[src/rtl/handshake_pack.sv]
// handshake_pack
//   Packs RATIO consecutive WIDTH-bit beats from a valid/ready stream into one
//   WIDTH*RATIO-bit word. A beat flagged with i_last closes the word early.
//   Lanes that did not receive a beat read as zero and are cleared in o_keep.
//   The first beat of a word lands in lane 0 (bits [WIDTH-1:0]).
//
// Ports
//   clock    in   rising-edge clock for all state
//   reset    in   asynchronous, active-high reset
//   i_value  in   [WIDTH]        input beat data
//   i_valid  in   input beat valid
//   i_last   in   beat closes the current word (sampled only on accept)
//   o_ready  out  input beat is accepted this cycle when i_valid is high
//   o_value  out  [WIDTH*RATIO]  packed word, lane k = [k*WIDTH +: WIDTH]
//   o_keep   out  [RATIO]        bit k set = lane k holds a beat
//   o_last   out  word was closed by i_last
//   o_valid  out  output word valid
//   i_ready  in   downstream accepts the output word
//
// o_ready is a function of registered o_valid and i_ready only, so the input
// side never sees a combinational path from i_valid/i_value/i_last.

module handshake_pack #(
  parameter int WIDTH = 8,
  parameter int RATIO = 4
) (
  input  logic                     clock,
  input  logic                     reset,
  input  logic [WIDTH-1:0]         i_value,
  input  logic                     i_valid,
  input  logic                     i_last,
  output logic                     o_ready,
  output logic [WIDTH*RATIO-1:0]   o_value,
  output logic [RATIO-1:0]         o_keep,
  output logic                     o_last,
  output logic                     o_valid,
  input  logic                     i_ready
);

  localparam int CNT_W = $clog2(RATIO);
  localparam int ACC_W = WIDTH * (RATIO - 1);

  // Mask with lanes 0..last_lane set.
  function automatic logic [RATIO-1:0] keep_mask(input logic [CNT_W-1:0] last_lane);
    logic [RATIO-1:0] m;
    m = '0;
    for (int k = 0; k < RATIO; k++) begin
      m[k] = (k <= int'(last_lane));
    end
    return m;
  endfunction

  logic [ACC_W-1:0]       acc;
  logic [CNT_W-1:0]       cnt;

  logic                   accept;
  logic                   complete;
  logic                   top_lane;
  logic [ACC_W-1:0]       acc_nxt;
  logic [WIDTH*RATIO-1:0] word_nxt;

  // Stage 0: input handshake and lane accumulation
  assign o_ready  = ~o_valid | i_ready;
  assign accept   = i_valid & o_ready;
  assign top_lane = (cnt == CNT_W'(RATIO - 1));
  assign complete = accept & (top_lane | i_last);

  // Beat written into its lane of the accumulator. The top lane is never
  // stored here: a beat arriving at cnt == RATIO-1 always completes the word
  // and goes straight into the output register.
  always_comb begin
    acc_nxt = acc;
    for (int k = 0; k < RATIO - 1; k++) begin
      if (k == int'(cnt)) begin
        acc_nxt[k*WIDTH +: WIDTH] = i_value;
      end
    end
  end

  // Completed word: lanes below cnt from the accumulator, lane cnt from the
  // current beat, lanes above cnt zero.
  always_comb begin
    word_nxt = '0;
    for (int k = 0; k < RATIO - 1; k++) begin
      if (k < int'(cnt)) begin
        word_nxt[k*WIDTH +: WIDTH] = acc[k*WIDTH +: WIDTH];
      end
    end
    for (int k = 0; k < RATIO; k++) begin
      if (k == int'(cnt)) begin
        word_nxt[k*WIDTH +: WIDTH] = i_value;
      end
    end
  end

  always_ff @(posedge clock or posedge reset) begin
    if (reset) begin
      acc <= '0;
      cnt <= '0;
    end else if (complete) begin
      acc <= '0;
      cnt <= '0;
    end else if (accept) begin
      acc <= acc_nxt;
      cnt <= cnt + CNT_W'(1);
    end
  end

  // Stage 1: output word register
  // A complete in the same cycle as a drain simply overwrites the word and
  // keeps o_valid high, so back-to-back words leave no bubble.
  always_ff @(posedge clock or posedge reset) begin
    if (reset) begin
      o_value <= '0;
      o_keep  <= '0;
      o_last  <= 1'b0;
      o_valid <= 1'b0;
    end else if (complete) begin
      o_value <= word_nxt;
      o_keep  <= keep_mask(cnt);
      o_last  <= i_last;
      o_valid <= 1'b1;
    end else if (o_valid & i_ready) begin
      o_valid <= 1'b0;
    end
  end

endmodule

[config.mk]
export PLATFORM = sky130hd
export DESIGN_NAME = handshake_pack
export DESIGN_NICKNAME = d
export VERILOG_FILES = /design/src/rtl/handshake_pack.sv
export SDC_FILE = /design/constraint.sdc
export NUM_CORES = 1
export LEC_CHECK = 0
export ABC_AREA = 0
export CAP_MARGIN = 30
export CORE_MARGIN = 3
export CORE_UTILIZATION = 52
export CTS_CLUSTER_SIZE = 14
export DETAILED_ROUTE_END_ITERATION = 16
export HOLD_SLACK_MARGIN = 0.12
export PLACE_DENSITY = 0.79
export SETUP_SLACK_MARGIN = 0.05
export SLEW_MARGIN = 20
export SYNTH_ARGS = -nofsm -noshare
export SYNTH_HDL_FRONTEND = slang
export SYNTH_SLANG_ARGS = --single-unit
[constraint.sdc]
create_clock -name clock -period 2.5 [get_ports clock]
set_input_delay 0.375 -clock clock [delete_from_list [all_inputs] [get_ports clock]]
set_output_delay 0.375 -clock clock [all_outputs]
set_load 0.02 [all_outputs]
Word-level counts from Yosys, hierarchy flattened --
Index checks and enable logic that the tools add are counted.
Operators by class: add/sub/neg operators 1, multiply operators 0, divide/modulo/power cells 0, $lt $le $gt $ge 6, eq/ne operators 4, shifts and indexed selects 0, muxes and demuxes 16, bitwise operators 6, reduce and logical (&&, ||, !) cells 9
Operator list (count):
- 8-bit 2-to-1 mux | 10
- 24-bit 2-to-1 mux | 2
- 2-bit nonzero test | 5
- 2-bit AND reduction | 3
- 2-bit == test, first input constant | 2
- 2-bit <= comparator, first input constant | 2
- 1-bit by 2-bit < comparator with 1-bit output, first input constant | 2
- 2-bit 2-to-1 mux | 2
- 1-bit bitwise AND | 3
- 2-bit by 1-bit adder with 2-bit output, second input constant | 1
- 1-bit by 2-bit == test with 1-bit output, first input constant | 1
- 2-bit == test, second input constant | 1
- 1-bit by 2-bit <= comparator with 1-bit output, first input constant | 1
- 2-bit logical NOT | 1
- 2-bit < comparator, first input constant | 1
- 1-bit 2-to-1 mux | 2
- 1-bit bitwise OR | 2
- 1-bit inverter | 1
Storage, ports and cells: register bits 64, latch bits 0, RAM bits 0, memory bits (read-only) 0, bits of input ports 13, logic and storage cells 50, memories kept 0

Longest topological paths before layout --
Gate-level depths: netlist (run 1).
word-level depth 6, mapped depth 8

Worst setup path after synthesis (run 1) --
OpenSTA, ideal clock, no wires.
kind register to register, from register cnt[1], to register acc[0], library setup time 0.068 ns, arrival time 1.733 ns, required time 2.432 ns, slack 0.699 ns, stages on the path, launching flop included 7, path buffers 2, path through dfrtp_1 -> clkbuf_1 -> inv_1 -> ha_1 -> buf_2 -> o311ai_2 -> a22o_1
Between the ends: cells in the longest elaborated chain, start to end 5, elaborated cells between the ends (all ways) 8, those cells by class 1 x eq/ne; 1 x mux; 2 x bitwise; 4 x reduce/logical
RTL lines:
- start: declaration | RTL line 54 | logic [CNT_W-1:0] cnt;
- start signal: assignment | RTL line 105 | cnt <= cnt + CNT_W'(1);
- 2-bit == test | RTL line 65 | assign top_lane = (cnt == CNT_W'(RATIO - 1));
- 1-bit bitwise OR | RTL line 66 | assign complete = accept & (top_lane | i_last);
- 1-bit bitwise AND | RTL line 66
- 2-bit nonzero test (no source line)
- 2-bit AND reduction (no source line)
- end signal: assignment | RTL line 104 | acc <= acc_nxt;
- end: declaration | RTL line 53 | logic [ACC_W-1:0] acc;
Several ways; a longest one is shown, not always the timed one. A chain may end at the register's enable or synchronous reset.

Final worst setup path (run 1) --
from register cnt[1], to register acc[13]
Same word-level chain as after synthesis.

==> results of run 1 <==
[cell families after synthesis]
group                    Yosys count
multiplexers                      34
flip-flops                        64
adder cells (fa/ha/maj)            5
AND/OR/NAND/NOR                   46
AO/OA/AOI/OAI                     55
buffers and inverters             23
[layout by cell type, fill, tap and decap left out, types with 3 or more instances in the layout]
cell type                         instances
sky130_fd_sc_hd__a22o_1                  32
sky130_fd_sc_hd__clkdlybuf4s50_1         51
sky130_fd_sc_hd__ha_1                     5
sky130_fd_sc_hd__clkbuf_8                11
sky130_fd_sc_hd__buf_4                    6
sky130_fd_sc_hd__mux2_2                  14
sky130_fd_sc_hd__o21ai_0                 19
sky130_fd_sc_hd__dfrtp_1                 64
sky130_fd_sc_hd__o311ai_2                 3
sky130_fd_sc_hd__mux2_4                  18
sky130_fd_sc_hd__and4_1                   3
sky130_fd_sc_hd__nand2_1                 33
sky130_fd_sc_hd__inv_1                    5
[through the flow]
stage	total power (W)	instance area, um2	std cells	hold slack, ns
finish	0.00341	3680	355	0.408
detailed placement	0.00252	3470	339	0.473
global placement	0.00250	3470	339	0.463
CTS	0.00344	3680	355	0.430
global route	0.00360	3680	355	0.440
floorplan	0.00206	2880	227	0.462
[critical path: cells and delay by family (launching register included)]
kind	cells	cell delay, ns
AOI/OAI and AO/OA	2	0.92
adders and majority gates	1	0.34
buffers and inverters	1	0.18
DFF	1	0.60
[power by group through the flow]
stage	clock network, W	logic, W	registers, W
3_5_place_dp	0	0.00112	0.00140
4_1_cts	0.000926	0.00112	0.00139
6_report	0.000909	0.00111	0.00139
2_1_floorplan	0	0.000499	0.00156
3_3_place_gp	0	0.00110	0.00140
5_1_grt	0.000983	0.00119	0.00142
[synth_stat cells]
cell	count	share of area (%)
sky130_fd_sc_hd__and3_1	1	0.22
sky130_fd_sc_hd__a22o_1	32	9.7
sky130_fd_sc_hd__mux2_2	14	5.5
sky130_fd_sc_hd__ha_1	5	2.2
sky130_fd_sc_hd__nand3b_4	1	0.69
sky130_fd_sc_hd__o21ai_0	19	3.3
sky130_fd_sc_hd__nand2b_1	2	0.43
sky130_fd_sc_hd__a21o_1	1	0.26
sky130_fd_sc_hd__mux2_4	18	9.4
sky130_fd_sc_hd__and4_1	3	0.91
sky130_fd_sc_hd__dfrtp_1	64	56
sky130_fd_sc_hd__nand3_1	1	0.17
sky130_fd_sc_hd__mux2i_1	2	0.69
sky130_fd_sc_hd__o311ai_2	3	1.7
sky130_fd_sc_hd__clkbuf_1	7	0.91
sky130_fd_sc_hd__buf_2	7	1.2
sky130_fd_sc_hd__inv_1	6	0.78
sky130_fd_sc_hd__nor2_2	1	0.22
sky130_fd_sc_hd__nor2_1	1	0.13
sky130_fd_sc_hd__nand2_1	33	4.3
sky130_fd_sc_hd__buf_6	3	1.2
sky130_fd_sc_hd__nand4_1	2	0.43
sky130_fd_sc_hd__and2_1	1	0.22
[path summary, 6_finish.rpt]
path | to | slack, ns | cells after the start
max | acc[13] | 0.38 | 4
min | o_value[26] | 0.41 | 3
max reg2reg | acc[13] | 0.38 | 4
min reg2reg | o_keep[0] | 0.49 | 1
max in group asynchronous | o_value[6] | 1.80 | 3
min in group clock | o_keep[0] | 0.49 | 1
[final cells by class]
type,count,area share [%]
Clock buffer,11,4.12
Clock inverter,5,1.50
Inverter,6,0.612
Multi-Input combinational cell,140,31.7
Sequential cell,64,43.5
Tap cell,70,2.38
Timing Repair Buffer,59,16.2
[registers in the layout, indices dropped and copies added (netlist names)]
name	cells
acc	24
cnt	2
o_keep	4
o_last	1
o_valid	1
o_value	32
[per-layer routing]
metal,global-route usage [%],wire length (um),share of wire (%)
met1,30.7,2840,46
met2,30.9,2850,46
met3,5.94,451,7.3
met4,8.45,65,1.0
met5,0,0,0
==> metrics.txt, run 1 <==
worst ir drop on vdd=616 uV; overall die height=80.5 um; launch point of the worst path=cnt[1]; count of pins over their slew limit=0; total of buffers placed on input and output ports=51; vias in the first global route=2,012; Final Hold Vio Count=0; maximum number of pins on one net before global-route repair=65; clk_skew=0.00741 ns; share of the synthesized area in compound gates (AO/OA/AOI/OAI)=15.0%; Critical Path End Type=flop; vias after detailed routing=2,003; pin slew with the least headroom to its limit=0.701 ns; Arr. time, crit path=2.39 ns; setup fix buffers added after clock tree synthesis=0; Placement Setup Slack=0.367 ns; fraction of final layout cells with drive strength greater than 1=21.8%; Setup Total Neg Slack=0 ns; initial antenna violation count=0; P_leak=1.72 nW; starting density of the core=55.1%; power per cell area=927 nW/um2; first-pass GRT wire length=10.3 mm; Die Area=6480 um2; clock edge transition at the registers on the reported setup and hold paths=0.07 ns; final wirelength=6.21 mm; Synth cell types=23; RSZ-0062 raised after global routing=false; Post-Synthesis Net Count=245; worst hold path class=input pin to asynchronous set/reset pin; Post-Synthesis Mean Instance Area=12.7 um2; cell breakdown of the critical path=inv_1 > ha_1 > o311ai_2 > a22o_1; Sw Ratio=31.1%; final period utilization=84.8%; number of gates resized after CTS=0; final routed DRC violation total=0; Area Growth Syn to Fin=27.5%; clock root buffer=sky130_fd_sc_hd__clkbuf_8; total of endpoints with negative setup slack in the final report=0; aggregate global-route resource usage=21.4%; per-cell via count in the routed design=5.64; Post-CTS Hold Buffers=0; Net Sw Power=0.00106 W; Max H-tree Level=3; portion of netlist area occupied by mux cells=15.5%; xor-xnor portion of the synthesized cell area=0%; crit path max fanout=12; clk buf depth=2; clock tree sinks=64; area used by multi-input combinational logic=1160 um2; Adder-Cell Fraction of Synth Area=2.17%; sequential share of the synthesized area=55.5%; total number of nets in the final design=298; Yosys reg bits=64; per-cell routed wire length=17.5 um; Clk Latency, worst-skew pair=0.34 ns; violation count after the first detailed-route iteration=167; Post-Syn Instances=227; global route total overflow=0; combinational fraction of design power=32.5%; critical path class=flop to flop; placed wire-length estimate=4.04 mm; highest-delay cell along the critical path=sky130_fd_sc_hd__o311ai_2; Int Pwr=0.00235 W; cell row count=26; part of the power in registers=40.9%; count of filler cells inserted in the layout=406; utilization after layout=70.2%; minimum clock period after layout=2.12 ns; result of the run=finished, final reports clean; Worst R2R Start=cnt[1]; Synthesis Warnings=0; count of TritonRoute iterations in the first routing pass=4; number of routed nets with antenna violations=0; Required @ worst endpoint=2.77 ns; share of synthesized cell area in and, or, nand and nor gates=7.72%; share of power burned in the clock network=26.6%; die width=80.5 um; max-capacitance violation count=0; final RePlAce weighted congestion=0.784; Achievable Freq=0.472 GHz; Final Worst Setup Slack=0.380 ns; Num CTS Buffers=9; ANT cells=0; critical path's largest stage delay=0.69 ns; max_slew headroom=53.2%; TritonCTS clock tree=built; area inside the core boundary=5240 um2; storage element area=1600 um2; number of top-level pins=52; synthesized area=2880 um2; type of origin of the critical path=flop; largest family of logic cells by synthesized area=multiplexers
No activity file was read; power rests on OpenSTA's default activity.
==> run 2, diff against run 1 <==
--- a/config.mk
+++ b/config.mk
@@ -8,11 +8,11 @@
 export ABC_AREA = 0
 export CAP_MARGIN = 30
 export CORE_MARGIN = 3
-export CORE_UTILIZATION = 52
+export CORE_UTILIZATION = 47
 export CTS_CLUSTER_SIZE = 14
 export DETAILED_ROUTE_END_ITERATION = 16
 export HOLD_SLACK_MARGIN = 0.12
-export PLACE_DENSITY = 0.79
+export PLACE_DENSITY = 0.76
 export SETUP_SLACK_MARGIN = 0.05
 export SLEW_MARGIN = 20
 export SYNTH_ARGS = -nofsm -noshare
==> constraint.sdc (replaced) <==
create_clock -name clock -period 1.7 [get_ports clock]
set_input_delay 0.255 -clock clock [delete_from_list [all_inputs] [get_ports clock]]
set_output_delay 0.255 -clock clock [all_outputs]
set_load 0.02 [all_outputs]
==> run 2 against run 1 <==
  * Non-clock buffer count grew 33
  * Critical path depth up 2
  * Maximum frequency up 29%
  * Final cell count is 9.9% higher
  * Flip-flop and latch count stayed put
  * Worst hold slack worse by 0.063 ns
  * Critical endpoint is now o_value[22]
  * Highest routed layer unchanged
  * Combinational power rose by 70%
  * Core utilization rose by 0.84 points
  * First-iteration DRC count down 41%
  * Routed wire length rose by 13%
  * Sequential share of layout area down 4.1 points
==> metrics.txt, run 2 (synthesized netlist as in run 1, its figures left out) <==
result of the run=finished, final reports clean (unchanged); Top Layer Used=met4 (unchanged); biggest registers after layout=o_value x32, acc x24, o_keep x4 (unchanged); most used cells in the layout excluding fill and tap cells=64 x sky130_fd_sc_hd__dfrtp_1, 50 x sky130_fd_sc_hd__clkdlybuf4s50_1, 33 x sky130_fd_sc_hd__nand2_1 (was 64 x sky130_fd_sc_hd__dfrtp_1, 51 x sky130_fd_sc_hd__clkdlybuf4s50_1, 33 x sky130_fd_sc_hd__nand2_1); crit path max fanout=7 (was 12); ANT cells=0 (unchanged); cell row count=27 (was 26); final RePlAce weighted congestion=0.812 (was 0.784); clk_skew=0.00379 ns (was 0.00741 ns); Design Area, Final=4060 um2 (was 3680 um2); Required @ worst endpoint=1.93 ns (was 2.77 ns); clock edge transition at the registers on the reported setup and hold paths=0.07 ns (about the same); Die Area=7110 um2 (was 6480 um2); worst hold path class=input pin to asynchronous set/reset pin (unchanged); combinational fraction of design power=35.5% (was 32.5%); leading cell type in the layout, fill and taps excluded=sky130_fd_sc_hd__dfrtp_1 (unchanged); final routed DRC violation total=0 (unchanged); fraction of final layout cells with drive strength greater than 1=30.5% (was 21.8%); die width=84.3 um (was 80.5 um); placed wire-length estimate=4.53 mm (was 4.04 mm); total of endpoints with negative setup slack in the final report=0 (unchanged); Arr. time, crit path=1.86 ns (was 2.39 ns); final period utilization=96.5% (was 84.8%); number of top-level pins=52 (unchanged); Area Growth Syn to Fin=40.7% (was 27.5%); Achievable Freq=0.610 GHz (was 0.472 GHz); starting density of the core=50.5% (was 55.1%); clock tree sinks=64 (unchanged); wire length on met2=3.34 mm (was 2.85 mm); Placement Setup Slack=-0.0961 ns (was 0.367 ns); Final Hold Vio Count=0 (unchanged); Int Pwr=0.00371 W (was 0.00235 W); count of TritonRoute iterations in the first routing pass=4 (unchanged); P_leak=1.93 nW (was 1.72 nW); area inside the core boundary=5710 um2 (was 5240 um2); TritonCTS clock tree=built (unchanged); minimum clock period after layout=1.64 ns (was 2.12 ns); power per cell area=1310 nW/um2 (was 927 nW/um2); Num CTS Buffers=9 (unchanged); clk buf depth=2 (unchanged); max-capacitance violation count=0 (unchanged); per-cell via count in the routed design=5.60 (was 5.64); vias in the first global route=2,150 (was 2,012); Critical Path End Type=flop (unchanged); per-cell routed wire length=18.0 um (was 17.5 um); Max H-tree Level=3 (unchanged); part of the power in registers=38.1% (was 40.9%); count of pins over their slew limit=0 (unchanged); count of filler cells inserted in the layout=376 (was 406); Final Worst Setup Slack=0.0603 ns (was 0.380 ns); RSZ-0062 raised after global routing=true (was false); share of power burned in the clock network=26.4% (was 26.6%); largest register by flop count=o_value (unchanged); total number of nets in the final design=331 (was 298); number of flip-flops under the largest register name=32 (unchanged); violation count after the first detailed-route iteration=98 (was 167); global route total overflow=0 (unchanged); cell area after placement=3710 um2 (was 3470 um2); type of origin of the critical path=flop (unchanged); Sw Ratio=30.3% (was 31.1%); Net Sw Power=0.00162 W (was 0.00106 W); utilization after layout=71.1% (was 70.2%); final wirelength=7.03 mm (was 6.21 mm); overall die height=84.3 um (was 80.5 um); first-pass GRT wire length=11.2 mm (was 10.3 mm); worst ir drop on vdd=730 uV (was 616 uV); Clk Latency, worst-skew pair=0.34 ns (about the same); initial antenna violation count=0 (unchanged); maximum number of pins on one net before global-route repair=65 (unchanged); pin slew with the least headroom to its limit=0.443 ns (was 0.701 ns); number of routed nets with antenna violations=0 (unchanged); met1 routed wirelength after detailed routing=3.11 mm (was 2.84 mm); clock root buffer=sky130_fd_sc_hd__clkbuf_8 (unchanged); max_slew headroom=70.4% (was 53.2%); critical path class=flop to flop (unchanged); total of buffers placed on input and output ports=51 (unchanged); aggregate global-route resource usage=20.5% (was 21.4%); vias after detailed routing=2,183 (was 2,003); routed length on met3=447 um (was 451 um)
-- run 2: changes by cell type in the layout (fill, tap and decap cells not counted), moves of 2 or more --
cell and change:
sky130_fd_sc_hd__mux2_4 +2, sky130_fd_sc_hd__clkbuf_8 +2, sky130_fd_sc_hd__buf_4 +26, sky130_fd_sc_hd__buf_6 +4
sky130_fd_sc_hd__ha_4 +2, sky130_fd_sc_hd__mux2_2 -2, sky130_fd_sc_hd__ha_1 -3
-- run 2: final timing paths --
check,startpoint,to,slack [ns],cells after the start
max,cnt[1],o_value[22],0.06,6
min,reset,o_value[30],0.35,3
max reg2reg,cnt[1],o_value[22],0.06,6
min reg2reg,o_keep[0],o_keep[0],0.47,1
max in group asynchronous,reset,o_value[13],1.07,3
min in group clock,o_keep[0],o_keep[0],0.47,1
-- run 2: per-stage QoR --
stage | std cells | hold WS (ns) | TNS [ns] | power [W]
floorplan | 227 | 0.386 | 0 | 0.00306
finish | 390 | 0.345 | 0 | 0.00533
detailed placement | 369 | 0.458 | -1.98 | 0.00383
CTS | 386 | 0.362 | 0 | 0.00528
global placement | 369 | 0.450 | -0.919 | 0.00379
global route | 390 | 0.387 | 0 | 0.00559
-- run 2: cell type report --
class / count / area [um2] / area share, %
sequential: 64 / 1600 / 39.5
clock buffer: 14 / 183 / 4.50
multi-input combinational: 140 / 1210 / 29.9
tap: 72 / 90.1 / 2.22
clock inverter: 2 / 35.0 / 0.863
timing repair buffer: 92 / 907 / 22.4
inverter: 6 / 26.3 / 0.648
-- run 2: worst max-delay path: stages, from the launching register on --
cell and delay (ns):
sky130_fd_sc_hd__dfrtp_1 0.40, sky130_fd_sc_hd__buf_6 0.13, sky130_fd_sc_hd__ha_4 0.16, sky130_fd_sc_hd__nor2_4 0.09
sky130_fd_sc_hd__nand3b_4 0.26, sky130_fd_sc_hd__buf_6 0.18, sky130_fd_sc_hd__mux2_4 0.30
-- run 2: metal layers --
layer | vias to the layer above | GRT usage [%]
met3 | 15 | 3.53
li1 | 988 | -
met2 | 80 | 30.3
met5 | - | 0
met1 | 1100 | 29.2
met4 | 0 | 10.6
-- run 2: what timing repair did --
action / CTS / global route
gates resized for setup: 7 / 6
cloned: 1 / 1
buffers inserted: 0 / 3
pin swaps: 0 / 1
hold endpoints to repair: 0 / 0
setup endpoints to repair: 24 / 23
hold buffers: 0 / 0
-- run 2: power by group through the flow --
stage | sequential (W) | combinational (W) | clock [W]
floorplan | 0.00230 | 0.000763 | 0
global placement | 0.00204 | 0.00175 | 0
detailed placement | 0.00204 | 0.00179 | 0
CTS | 0.00203 | 0.00183 | 0.00142
global route | 0.00208 | 0.00201 | 0.00150
finish | 0.00203 | 0.00189 | 0.00140
==> edit 1 (config.mk and constraints of run 1) <==
Change the parameter `WIDTH` from 8 to 12.
--- a/src/rtl/handshake_pack.sv
+++ b/src/rtl/handshake_pack.sv
@@ -21,7 +21,7 @@
 // side never sees a combinational path from i_valid/i_value/i_last.
 
 module handshake_pack #(
-  parameter int WIDTH = 8,
+  parameter int WIDTH = 12,
   parameter int RATIO = 4
 ) (
   input  logic                     clock,
Ports: changed (resized i_value and o_value); port bits go from 52 to 72. No check against the original RTL was run, so the function may have changed too.
==> edit 1 against run 1 <==
Cell area up 34%. Wire length up 39%. Critical path depth decreased by 1. Synthesized area grew 36%. Largest power group unchanged. Global-route usage up 0.77 points. Utilization is 0.45 points lower. Total power is 31% higher. Sequential share of layout area up 3.2 points. Sequential power is 42% higher. Worst setup slack better by 180 ps. Count of clock-buffer cells in the layout is 2 lower. Sequential cell count grew 28. Largest cell class unchanged. Combinational power increased by 32%.
==> edit 1: results (changes against run 1) <==
Status -> complete, no violations
Final Wtd Congestion -> 0.834 (+6.5%)
Fraction of layout cells with a size suffix above 1 -> 11.6% (-10 points)
Worst path top cell family by delay -> buffers and inverters
Synth area leaders -> dfrtp_1, a22o_1, mux2_1, mux2_2, nand2_1
First-pass GRT wire length -> 14800 um (+44%)
Max VDD drop -> 0.551 mV (-11%)
Proportion of synthesized area in mux cells -> 14.3% (-1.2 points)
I/O Buffers -> 71 (+39%)
Lkg Pwr -> 2.30 nW (+33%)
Clock Latency Late Sink -> 360 ps (+20 ps)
Max incr delay on CP -> 610 ps (-80 ps)
Pin count of the biggest net entering global routing -> 93 (+43%)
Post-Syn Nets -> 321 (+31%)
Max stage delay cell, worst path -> clkdlybuf4s50_1
Layout fillers -> 549 (+35%)
Crit-path max FO -> 2 (-10)
Synth top cells by count -> dfrtp_1, a22o_1, mux2_1
DR WL/cell -> 18.4 um (+5.4%)
CTS clock-pin slew for the worst setup and hold paths -> 100 ps (+30 ps)
R2r endpoint -> o_value[19]
Flop-to-flop setup slack -> 610 ps (+230 ps)
# resized after CTS -> 0 (unchanged)
Tcrit/Tclk final -> 77.6% (-7.2 points)
Final HPWL DP -> 5590 um (+38%)
Inst Count DP -> 452 (+33%)
Worst Skew -> 7.95 ps (+0.534 ps)
Worst-case reg-to-reg path depth -> 5 (+1)
First DRT Iteration DRCs -> 200 (+20%)
NumNets Final -> 389 (+31%)
Post-Place Worst Slack -> 408 ps (+41.1 ps)
Routed WL -> 8620 um (+39%)
Chip width -> 92.7 um (+15%)
Synth cell types -> 26 (+13%)
GRT Total Usage -> 22.2% (+0.77 points)
Critical Path Sink -> o_ready
Relative slew margins -> 50.7% (-2.5 points)
Pre-antenna DRT Iters -> 4 (unchanged)
Worst EP arrival -> 1560 ps (-830 ps)
Top flop regs -> o_value: 48 flops, acc: 36 flops, o_keep: 4 flops
Type of the most critical hold path -> reg -> reg
Worst Setup SP -> i_ready
Cells after synthesis -> 299 (+32%)
Compound-gate portion of the synthesized area -> 16.5% (+1.5 points)
-- edit 1: layout make-up --
class / instances / area (um2) / area share, %
Clock buffer: 9 / 124 / 2.52
Clock inverter: 7 / 73.8 / 1.50
Inverter: 6 / 26.3 / 0.534
Multi-Input combinational cell: 177 / 1470 / 29.8
Sequential cell: 92 / 2300 / 46.7
Tap cell: 96 / 120 / 2.44
Timing Repair Buffer: 81 / 811 / 16.5
-- edit 1: power by group --
| group | switching [W] | leakage, nW | internal [W] |
|---|---|---|---|
| Clock | 0.000536 | 0.100 | 0.000468 |
| Sequential | 0.000181 | 1.22 | 0.00180 |
| Combinational | 0.000733 | 0.973 | 0.000738 |
-- edit 1: worst min-delay path by stage --
stage	startpoint	to	slack [ps]	cells after the start
6_report	o_keep[0]	o_keep[0]	480	1
3_5_place_dp	o_keep[0]	o_keep[0]	460	1
3_3_place_gp	o_keep[0]	o_keep[0]	450	1
2_1_floorplan	acc[10]	acc[10]	460	1
5_1_grt	o_keep[0]	o_keep[0]	510	1
4_1_cts	o_keep[0]	o_keep[0]	490	1
-- edit 1: cell families after synthesis --
group / count (synthesis)
compound gates: 81
buf+inv: 30
mux: 50
simple gates: 41
flops: 92
fa+ha+maj: 5
-- edit 1: through the flow --
step                util, %  hold slack (ps)  instance area, um2
floorplan                 -              462                3920
global placement       67.0              450                4730
detailed placement     67.0              461                4730
CTS                    69.8              487                4920
global route           69.8              507                4920
finish                 69.8              482                4920
-- edit 1: layer usage --
metal	wire length [um]	share of wire, %	up-vias	track usage, %
li1	-	-	1222	-
met1	3960	46	1386	32.4
met2	3960	46	95	32.7
met3	536	6.2	14	4.87
met4	171	2.0	0	8.42
met5	0	0	-	0
==> edit 2 (flow settings as in run 1) <==
Without the edit above. Make the reset (`reset`) synchronous in 2 clocked blocks. Comments in the files are not updated.
--- a/src/rtl/handshake_pack.sv
+++ b/src/rtl/handshake_pack.sv
@@ -93,7 +93,7 @@
     end
   end
 
-  always_ff @(posedge clock or posedge reset) begin
+  always_ff @(posedge clock) begin
     if (reset) begin
       acc <= '0;
       cnt <= '0;
@@ -109,7 +109,7 @@
   // Stage 1: output word register
   // A complete in the same cycle as a drain simply overwrites the word and
   // keeps o_valid high, so back-to-back words leave no bubble.
-  always_ff @(posedge clock or posedge reset) begin
+  always_ff @(posedge clock) begin
     if (reset) begin
       o_value <= '0;
       o_keep  <= '0;
Formal check against the unedited RTL: differs if reset is asserted again (counterexample within 4 cycles, from zero or initial values and one cycle with reset high); with reset held inactive, the same outputs for 4 cycles.
==> edit 2 against run 1 <==
Die area increased by 0.25%. Maximum frequency up 0.18%. Clock skew is 1.7 ps lower. Count of clock-buffer cells in the layout is 4 higher. Worst setup slack improved by 3.7 ps. Global-route usage rose by 2.0 points. Wire length up 16%. Sequential share of layout area decreased by 7.1 points. Sequential cell count unchanged. Synthesized area grew 0.26%. Cell area decreased by 4.3%. Final cell count rose by 18%. Critical path type unchanged.
Power is not compared: it rests on default switching activity, and its combinational part moved more than twofold at a synthesized area within 25%.
==> edit 2: results (changes against run 1) <==
Status -> complete, no violations
Pin count of the biggest net entering global routing -> 42 (-35%)
DR vias/cell -> 5.99 (+6.1%)
Worst-case reg-to-reg path depth -> 5 (+1)
Worst Skew -> 5.68 ps (-1.74 ps)
Synth area leaders -> dfxtp_1, a21oi_1, a211oi_1, a31oi_1, and3b_1
Type of the most critical hold path -> reg -> reg
Post-synth ARST share -> 0% (-100 points)
Met3 wire length -> 588 um (+30%)
Layout fillers -> 439 (+8.1%)
Routed WL -> 7180 um (+16%)
Number of global-route vias before repair -> 2308 (+15%)
Crit-path max FO -> 18 (+6)
Post-Place Worst Slack -> 422 ps (+55.4 ps)
Sequential share of the synthesized area -> 44.3% (-11 points)
Worst EP arrival -> 2360 ps (-30 ps)
Met2 wire len -> 3440 um (+21%)
Max incr delay on CP -> 570 ps (-120 ps)
GRT Total Usage -> 23.4% (+2.0 points)
Final Wtd Congestion -> 0.776 (-1.0%)
NumNets Final -> 363 (+22%)
Synth cell types -> 32 (+39%)
Placed Area -> 0.00335 mm2 (-3.4%)
Max stage delay cell, worst path -> dfxtp_1
# resized after CTS -> 0 (unchanged)
Fraction of layout cells with a size suffix above 1 -> 8.60% (-13 points)
Final HPWL DP -> 4660 um (+15%)
Main synth FF type -> dfxtp_1
Worst path top cell family by delay -> flip-flops
Met1 Wirelength -> 3040 um (+6.8%)
Clk buf depth -> 2 (unchanged)
First DRT Iteration DRCs -> 196 (+17%)
Post-Syn Nets -> 322 (+31%)
edit 2: changes by cell type after synthesis, sizes merged, moves of 24 or more:
cell and delta:
a31oi +27, a211oi +26, nand3 +26, dfxtp +64, nand2 -30, a22o -24, mux2 -32, a21oi +43
dfrtp -64
edit 2: final timing paths:
check / startpoint / endpoint / slack (ps)
worst max-delay path: cnt[1] / o_value[10] / 380
worst min-delay path: o_keep[3] / o_keep[3] / 450
worst max register to register: cnt[1] / o_value[10] / 380
worst min register to register: o_keep[3] / o_keep[3] / 450
edit 2: cell type report:
type	instances	area [um2]	area share, %
multi-input cells	203	1370	38.8
flip-flops and latches	64	1280	36.4
repair buffers	61	589	16.7
clock buffers	15	166	4.73
well taps	70	87.6	2.49
inverters	6	30.0	0.853
edit 2: cells by family after synthesis:
family                   count (synthesis)  synth area share [%]
buffers and inverters                   37                  8.44
adder cells (fa/ha/maj)                  5                  2.16
AO/OA/AOI/OAI                          135                  29.3
multiplexers                             8                  2.77
AND/OR/NAND/NOR                         55                  13.1
flip-flops                              64                  44.3
edit 2: metrics by stage:
step | instances | power, W | hold WS (ps) | utilization (%)
6_report | 419 | 0.00222 | 453 | 67.2
5_1_grt | 419 | 0.00230 | 476 | 67.2
4_1_cts | 419 | 0.00222 | 462 | 67.2
3_5_place_dp | 404 | 0.00146 | 449 | 64.0
3_3_place_gp | 403 | 0.00146 | 437 | 63.8
2_1_floorplan | 304 | 0.00133 | 447 | -
edit 2: layer usage:
layer / global-route usage, % / vias to the layer above
met5: 0 / -
met4: 9.46 / 0
met3: 3.92 / 13
met2: 36.6 / 100
li1: - / 1225
met1: 32.0 / 1170
